`src/rtl/resp_bridge_pkg.sv`:
```
`default_nettype none
// ============================================================================
// Module      : resp_bridge_pkg
// Description : Shared constants and helpers for the response block bridge.
// Revision    : 1.0 - initial release
// ============================================================================
package resp_bridge_pkg;

    // Widest slave vector the helper functions accept.
    localparam int c_MAX_PORTS = 256;

    function automatic int padded_ports(input int n);
        return 1 << $clog2(n);
    endfunction

    function automatic logic is_onehot(input logic [c_MAX_PORTS-1:0] v);
        return ($countones(v) == 1);
    endfunction

    // Lowest set index wins; returns 0 when nothing is set.
    function automatic int prio_index(input logic [c_MAX_PORTS-1:0] v);
        int idx;
        idx = 0;
        for (int i = c_MAX_PORTS - 1; i >= 0; i--) begin
            if (v[i]) idx = i;
        end
        return idx;
    endfunction

endpackage : resp_bridge_pkg
`default_nettype wire

```
`src/rtl/resp_bridge_ot_counter.sv`:
```
`default_nettype none
// ============================================================================
// Module      : resp_bridge_ot_counter
// Description : Saturating up/down in-flight counter with full/empty flags.
// Revision    : 1.0 - initial release
// ============================================================================
module resp_bridge_ot_counter #(
    parameter int MAX_COUNT = 4,
    parameter int CW        = $clog2(MAX_COUNT + 1)
) (
    input  logic          clk,
    input  logic          rst_n,
    input  logic          inc,
    input  logic          dec,
    output logic [CW-1:0] count,
    output logic          full,
    output logic          empty
);

    localparam logic [CW-1:0] c_MAX = CW'(MAX_COUNT);

    logic [CW-1:0] r_count;

    always_ff @(posedge clk) begin
        if (!rst_n) begin
            r_count <= '0;
        end else if (inc && !dec && (r_count != c_MAX)) begin
            r_count <= r_count + 1'b1;
        end else if (dec && !inc && (r_count != '0)) begin
            r_count <= r_count - 1'b1;
        end
    end

    assign count = r_count;
    assign full  = (r_count == c_MAX);
    assign empty = (r_count == '0);

endmodule : resp_bridge_ot_counter
`default_nettype wire

```
`src/rtl/resp_block_bridge_ot.sv`:
```
`default_nettype none
// ============================================================================
// Module      : resp_block_bridge_ot
// Description : Request router with outstanding limit and priority response merge.
// Revision    : 1.0 - initial release
// ============================================================================
module resp_block_bridge_ot
    import resp_bridge_pkg::*;
#(
    parameter int ID              = 1,
    parameter int ID_WIDTH        = 17,
    parameter int N_SLAVE         = 16,
    parameter int DATA_WIDTH      = 32,
    parameter int TAG_WIDTH       = DATA_WIDTH / 8,
    parameter int AUX_WIDTH       = 8,
    parameter int MAX_OUTSTANDING = 4,
    parameter int RESP_PIPE       = 1
) (
    input  logic                                     clk,
    input  logic                                     rst_n,
    input  logic [N_SLAVE-1:0]                       data_r_valid_i,
    input  logic [DATA_WIDTH-1:0]                    data_r_rdata_i [N_SLAVE],
    input  logic [TAG_WIDTH-1:0]                     data_r_rtag_i  [N_SLAVE],
    input  logic [N_SLAVE-1:0]                       data_r_opc_i,
    input  logic [AUX_WIDTH-1:0]                     data_r_aux_i   [N_SLAVE],
    output logic                                     data_r_valid_o,
    output logic [DATA_WIDTH-1:0]                    data_r_rdata_o,
    output logic [TAG_WIDTH-1:0]                     data_r_rtag_o,
    output logic                                     data_r_opc_o,
    output logic [AUX_WIDTH-1:0]                     data_r_aux_o,
    input  logic                                     data_req_i,
    input  logic [N_SLAVE-1:0]                       destination_i,
    output logic                                     data_gnt_o,
    output logic [N_SLAVE-1:0]                       data_req_o,
    input  logic [N_SLAVE-1:0]                       data_gnt_i,
    output logic [ID_WIDTH-1:0]                      data_ID_o,
    output logic [$clog2(MAX_OUTSTANDING+1)-1:0]     outstanding_o,
    output logic                                     err_o
);

    localparam int c_PAD = padded_ports(N_SLAVE);
    localparam int c_IW  = (c_PAD > 1) ? $clog2(c_PAD) : 1;
    localparam int c_CW  = $clog2(MAX_OUTSTANDING + 1);
    localparam logic [ID_WIDTH-1:0] c_ID = ID_WIDTH'(ID);

    logic                  w_dest_ok;
    logic                  w_full;
    logic                  w_empty;
    logic                  w_req_ok;
    logic                  w_accept;
    logic                  w_retire;
    logic                  w_any;
    logic                  w_multi;
    logic [c_IW-1:0]       w_sel;
    logic [c_PAD-1:0]      w_valid_pad;
    logic [c_PAD-1:0]      w_opc_pad;
    logic [DATA_WIDTH-1:0] w_rdata_pad [c_PAD];
    logic [TAG_WIDTH-1:0]  w_rtag_pad  [c_PAD];
    logic [AUX_WIDTH-1:0]  w_aux_pad   [c_PAD];
    logic [DATA_WIDTH-1:0] w_sel_rdata;
    logic [TAG_WIDTH-1:0]  w_sel_rtag;
    logic                  w_sel_opc;
    logic [AUX_WIDTH-1:0]  w_sel_aux;
    logic [c_CW-1:0]       w_count;
    logic                  r_err;

    // Request side: forward only a legal one-hot destination while credit remains.
    assign w_dest_ok  = is_onehot(c_MAX_PORTS'(destination_i));
    assign w_req_ok   = data_req_i & w_dest_ok & ~w_full;
    assign data_req_o = w_req_ok ? destination_i : '0;
    assign data_gnt_o = w_req_ok & (|(data_gnt_i & destination_i));
    assign w_accept   = data_req_i & data_gnt_o;
    assign w_retire   = data_r_valid_o;

    for (genvar i = 0; i < c_PAD; i++) begin : g_pad
        if (i < N_SLAVE) begin : g_real
            assign w_valid_pad[i] = data_r_valid_i[i];
            assign w_opc_pad[i]   = data_r_opc_i[i];
            assign w_rdata_pad[i] = data_r_rdata_i[i];
            assign w_rtag_pad[i]  = data_r_rtag_i[i];
            assign w_aux_pad[i]   = data_r_aux_i[i];
        end else begin : g_zero
            assign w_valid_pad[i] = 1'b0;
            assign w_opc_pad[i]   = 1'b0;
            assign w_rdata_pad[i] = '0;
            assign w_rtag_pad[i]  = '0;
            assign w_aux_pad[i]   = '0;
        end
    end

    assign w_any       = |w_valid_pad;
    assign w_multi     = ($countones(w_valid_pad) > 1);
    assign w_sel       = c_IW'(prio_index(c_MAX_PORTS'(w_valid_pad)));
    assign w_sel_rdata = w_any ? w_rdata_pad[w_sel] : '0;
    assign w_sel_rtag  = w_any ? w_rtag_pad[w_sel]  : '0;
    assign w_sel_opc   = w_any & w_opc_pad[w_sel];
    assign w_sel_aux   = w_any ? w_aux_pad[w_sel]   : '0;

    if (RESP_PIPE == 1) begin : g_pipe
        logic                  r_valid;
        logic [DATA_WIDTH-1:0] r_rdata;
        logic [TAG_WIDTH-1:0]  r_rtag;
        logic                  r_opc;
        logic [AUX_WIDTH-1:0]  r_aux;

        // Payload holds its last value when no slave responds.
        always_ff @(posedge clk) begin
            if (!rst_n) begin
                r_valid <= 1'b0;
                r_rdata <= '0;
                r_rtag  <= '0;
                r_opc   <= 1'b0;
                r_aux   <= '0;
            end else begin
                r_valid <= w_any;
                if (w_any) begin
                    r_rdata <= w_sel_rdata;
                    r_rtag  <= w_sel_rtag;
                    r_opc   <= w_sel_opc;
                    r_aux   <= w_sel_aux;
                end
            end
        end

        assign data_r_valid_o = r_valid;
        assign data_r_rdata_o = r_rdata;
        assign data_r_rtag_o  = r_rtag;
        assign data_r_opc_o   = r_opc;
        assign data_r_aux_o   = r_aux;
    end else begin : g_comb
        assign data_r_valid_o = w_any;
        assign data_r_rdata_o = w_sel_rdata;
        assign data_r_rtag_o  = w_sel_rtag;
        assign data_r_opc_o   = w_sel_opc;
        assign data_r_aux_o   = w_sel_aux;
    end

    resp_bridge_ot_counter #(
        .MAX_COUNT (MAX_OUTSTANDING),
        .CW        (c_CW)
    ) u_counter (
        .clk   (clk),
        .rst_n (rst_n),
        .inc   (w_accept),
        .dec   (w_retire),
        .count (w_count),
        .full  (w_full),
        .empty (w_empty)
    );

    always_ff @(posedge clk) begin
        if (!rst_n) begin
            r_err <= 1'b0;
        end else if (w_multi || (w_retire && w_empty) || (data_req_i && !w_dest_ok)) begin
            r_err <= 1'b1;
        end
    end

    assign outstanding_o = w_count;
    assign err_o         = r_err;
    assign data_ID_o     = c_ID;

endmodule : resp_block_bridge_ot
`default_nettype wire

```
`config.mk`:
```
export PLATFORM = sky130hd
export DESIGN_NAME = resp_block_bridge_ot
export DESIGN_NICKNAME = d
export VERILOG_FILES = /design/src/rtl/resp_bridge_pkg.sv /design/src/rtl/resp_bridge_ot_counter.sv /design/src/rtl/resp_block_bridge_ot.sv
export SDC_FILE = /design/constraint.sdc
export NUM_CORES = 1
export LEC_CHECK = 0
export ABC_AREA = 1
export CORE_AREA = 2 2 336 338
export DETAILED_ROUTE_END_ITERATION = 12
export DIE_AREA = 0 0 338 340
export PLACE_DENSITY_LB_ADDON = 0.08
export SLEW_MARGIN = 20
export SYNTH_ARGS = -nofsm -noshare
export SYNTH_HDL_FRONTEND = slang
export SYNTH_SLANG_ARGS = --single-unit
```
`constraint.sdc`:
```
create_clock -name clk -period 9.92 [get_ports clk]
set_clock_uncertainty 0.15 [all_clocks]
set_input_delay 1.984 -clock clk [delete_from_list [all_inputs] [get_ports clk]]
set_output_delay 1.984 -clock clk [all_outputs]
set_load 0.005 [all_outputs]
```
==> key figures, run 1 <==
GRT
  – Initial antenna violation count: 47
  – Vias in the first global route: 18.6k
  – Total GRT Usage: 17.0%
  – Largest net degree at the start of global routing: 136
  – Overflow after GRT: 0
  – First-pass GRT wire length: 140000 um

Cells and area
  – Final instance area: 0.0228 mm2
  – Ratio of cells with drive above 1 in the final layout: 1.25%
  – # nets final: 4089
  – Layout area overhead: 74.3%
  – Final core occ: 20.4%
  – Non-filler cells, final: 4801

Min path
  – HP Class: register to register
  – Hold_sp: data_r_opc_o$_SDFFE_PN0P_
  – Hold Path Sink: data_r_opc_o$_SDFFE_PN0P_
  – Worst hold path depth: 2

Synthesis
  – Adder-cell share of the synthesized area: 4.27%
  – Synth Area in Compound Gates: 2.51%
  – Seq cells post-synth: 50
  – Yosys top cell area share: 33.0%
  – Main combinational cell family by area after synthesis: simple AND/OR/NAND/NOR gates
  – Xor-xnor portion of the synthesized cell area: 0%
  – YS warnings: 0
  – Post-synthesis mux area share: 0%
  – Distinct cell type count after synthesis: 27
  – Post-synth design cell area: 0.0131 mm2
  – Mapped Cells: 2614
  – Syn_area_per_cell: 5.00 um2
  – Largest cells by area after synthesis: nand3_1 33%, inv_1 21%, nand2_1 14%
  – Dominant cell type by area after synthesis: nand3_1
  – Synth Area in Simple Gates: 56.2%
  – Seq/Total Area, Yosys: 7.67%

Pwr
  – P_int: 861 uW
  – Final Power: 1.52 mW
  – Clock Power Share: 13.8%
  – Pwr/cell area: 66.9 mW/mm2
  – Switch share: 43.4%
  – Leak: 11.5 nW
  – Switching power: 661 uW
  – Comb pwr share: 70.1%
  – Sequential share of power: 16.1%
  – IR drop worst, VDD: 0.0633 mV

Clock tree
  – Cts bufs inserted: 5
  – Post_cts resized: 0
  – Clk buf depth: 2
  – Clock transition at path regs: 0.09 ns
  – Clk_lat worst skew: 0.33 ns
  – CTS sink cnt: 50
  – Cts hold-fix bufs: 0
  – CTS tree: yes
  – Number of H-tree levels: 2
  – Root Driver: clkbuf_16
  – Setup Buffers After CTS: 0

Worst setup path
  – Worst Path Arrival: 7.17 ns
  – CP Class: primary input to output pin
  – CP endpoint kind: output pin
  – Worst Path Max Fanout: 16
  – R2r startpoint: u_counter.count[0]$_SDFFE_PN0P_
  – Slowest stage delay, CP: 0.58 ns
  – Number of buffers and inverters on the critical path: 8
  – Crit start category: primary input
  – CP max stage cell: fa_1
  – Reg-to-reg endpoint: u_counter.count[2]$_SDFFE_PN0P_
  – Reg2reg path depth: 10
  – Cell mode on critical path: inv_1
  – R2r setup slk: 7.69 ns
  – Top delay family on crit path: adder cells
  – Critical-path cell list: clkdlybuf4s50_1 > fa_1 > inv_1 > fa_1 > inv_1 > fa_1 > inv_1 > fa_1 > inv_1 > ha_1 > fa_1 > nor2_1 > nand3b_1 > a211oi_1 > inv_1 > nor3_1 > inv_1 > nor2_1 > clkdlybuf4s50_1
  – WP data required: 7.79 ns

Die
  – I/O pin cnt: 855
  – Initial Utilization: 11.7%
  – Die span in y: 340 um
  – Die ar.: 0.115 mm2
  – Core ar.: 0.112 mm2
  – Die X: 338 um
  – Cell Rows: 123

Route
  – DRC viols: 0
  – Via Count: 18.5k
  – WL final: 102000 um
  – Routed Antenna Nets: 0
  – DR vias/cell: 3.85
  – Drt pass-1 iters: 8
  – Initial DRC Count: 874
  – Drt wl/cell: 21.3 um

Run status
  – Status: completed

Placement
  – Setup Slack @ Placement: 0.607 ns
  – Port bufs: 837
  – GP Congestion: 0.787
  – Placed cell areas: 0.0226 mm2
  – Detailed placement HPWL: 78600 um
  – Placed Cells incl. Taps: 4779

STA
  – Final cycle utilization of the critical path: 93.8%
  – Max Slew Vio Count: 0
  – Final-report setup violation count: 0
  – Endpoints failing hold: 0
  – Highest clock rate: 107 MHz
  – Fin Setup TNS: 0 ns
  – Slack of the critical path: 0.616 ns
  – Final worst path period need: 9.30 ns
  – Relative slew slack: 37.2%
  – Unrepaired setup endpoints after global routing: no
  – Worst hold margin: 0.332 ns
  – Slew @ Worst Pin: 0.943 ns

Run
  – Max-cap viol count: 0
-- cells in the mapped netlist --
cell,instances
nand3_1,860
inv_1,728
nand2_1,493
nand3b_1,133
clkbuf_1,72
buf_2,66
dfxtp_1,50
o21ai_0,48
buf_4,30
nor2_1,30
buf_1,29
fa_1,21
buf_6,12
ha_1,11
a21oi_1,6
inv_2,6
a221oi_1,4
conb_1,2
nand2_2,2
nand2_4,2
nor3_1,2
nor4_1,2
a211oi_1,1
a31oi_1,1
nand4_1,1
nor3_2,1
o311ai_1,1
-- per-layer routing --
metal / GRT usage [%] / share of wire [%]
met1: 19.8 / 40
met2: 30.6 / 50
met3: 4.66 / 7.2
met4: 3.77 / 1.7
met5: 0 / 0.34
-- worst min-delay path, cell delays in order, from the launching register on --
cell     delay [ns]
dfxtp_1        0.32
nand3_1        0.08
nand2_1        0.05
-- worst max path at each step --
| stage | to | slack, ns | start | depth (start not counted) |
|---|---|---|---|---|
| finish | data_req_o[10] | 0.62 | destination_i[11] | 19 |
| global route | data_req_o[12] | 0.30 | destination_i[11] | 19 |
| CTS | data_req_o[10] | 0.56 | destination_i[5] | 19 |
| detailed placement | data_req_o[10] | 0.61 | destination_i[5] | 19 |
| global placement | data_req_o[10] | 0.63 | destination_i[5] | 19 |
| floorplan | data_req_o[10] | 2.00 | destination_i[11] | 18 |
-- placed cells by master, fill, tap and decap left out, drive strengths merged --
cell type and instances:
nand3 860, clkdlybuf4s50 836, inv 733, nand2 497, nand3b 133, dfxtp 50
o21ai 48, nor2 30, buf 23, fa 21, conb 17, diode 15
ha 11, clkbuf 7, a21oi 6, a221oi 4, nor3 3, nor4 2
a31oi 1, a211oi 1, nand4 1, o311ai 1, clkinv 1
-- sequential cells by signal (all words and copies together) (netlist names) --
name / flops
data_r_rtag_o: 4
err_o: 1
data_r_valid_o: 1
data_r_aux_o: 8
data_r_rdata_o: 32
u_counter.count: 3
data_r_opc_o: 1
-- power groups by stage --
stage / clock [mW] / combinational (mW) / sequential [mW]
3_5_place_dp: 0 / 1.09 / 0.250
5_1_grt: 0.231 / 1.20 / 0.249
2_1_floorplan: 0 / 0.507 / 0.247
6_report: 0.210 / 1.07 / 0.245
4_1_cts: 0.234 / 1.10 / 0.246
3_3_place_gp: 0 / 1.09 / 0.250
-- cell type report --
type | instances | area, um2
antenna | 15 | 37.5
clock buffer | 7 | 133
fill | 13100 | 88800
inverter | 734 | 2770
multi-input combinational | 1636 | 8350
sequential | 50 | 1000
tap | 1500 | 1880
timing repair buffer | 859 | 8590
-- cells by family after synthesis --
family | count (synthesis)
flops | 50
fa+ha+maj | 32
buf+inv | 943
other cells | 2
simple gates | 1526
compound gates | 61
(Power assumes the default switching activity.)
==> run 2: changes to the inputs <==
--- a/config.mk
+++ b/config.mk
@@ -6,6 +6,7 @@
 export NUM_CORES = 1
 export LEC_CHECK = 0
 export ABC_AREA = 1
+export CAP_MARGIN = 10
 export CORE_AREA = 2 2 336 338
 export DETAILED_ROUTE_END_ITERATION = 12
 export DIE_AREA = 0 0 338 340
==> results of run 2 <==
Final layout, timing and power as in run 1 (identical DEF).
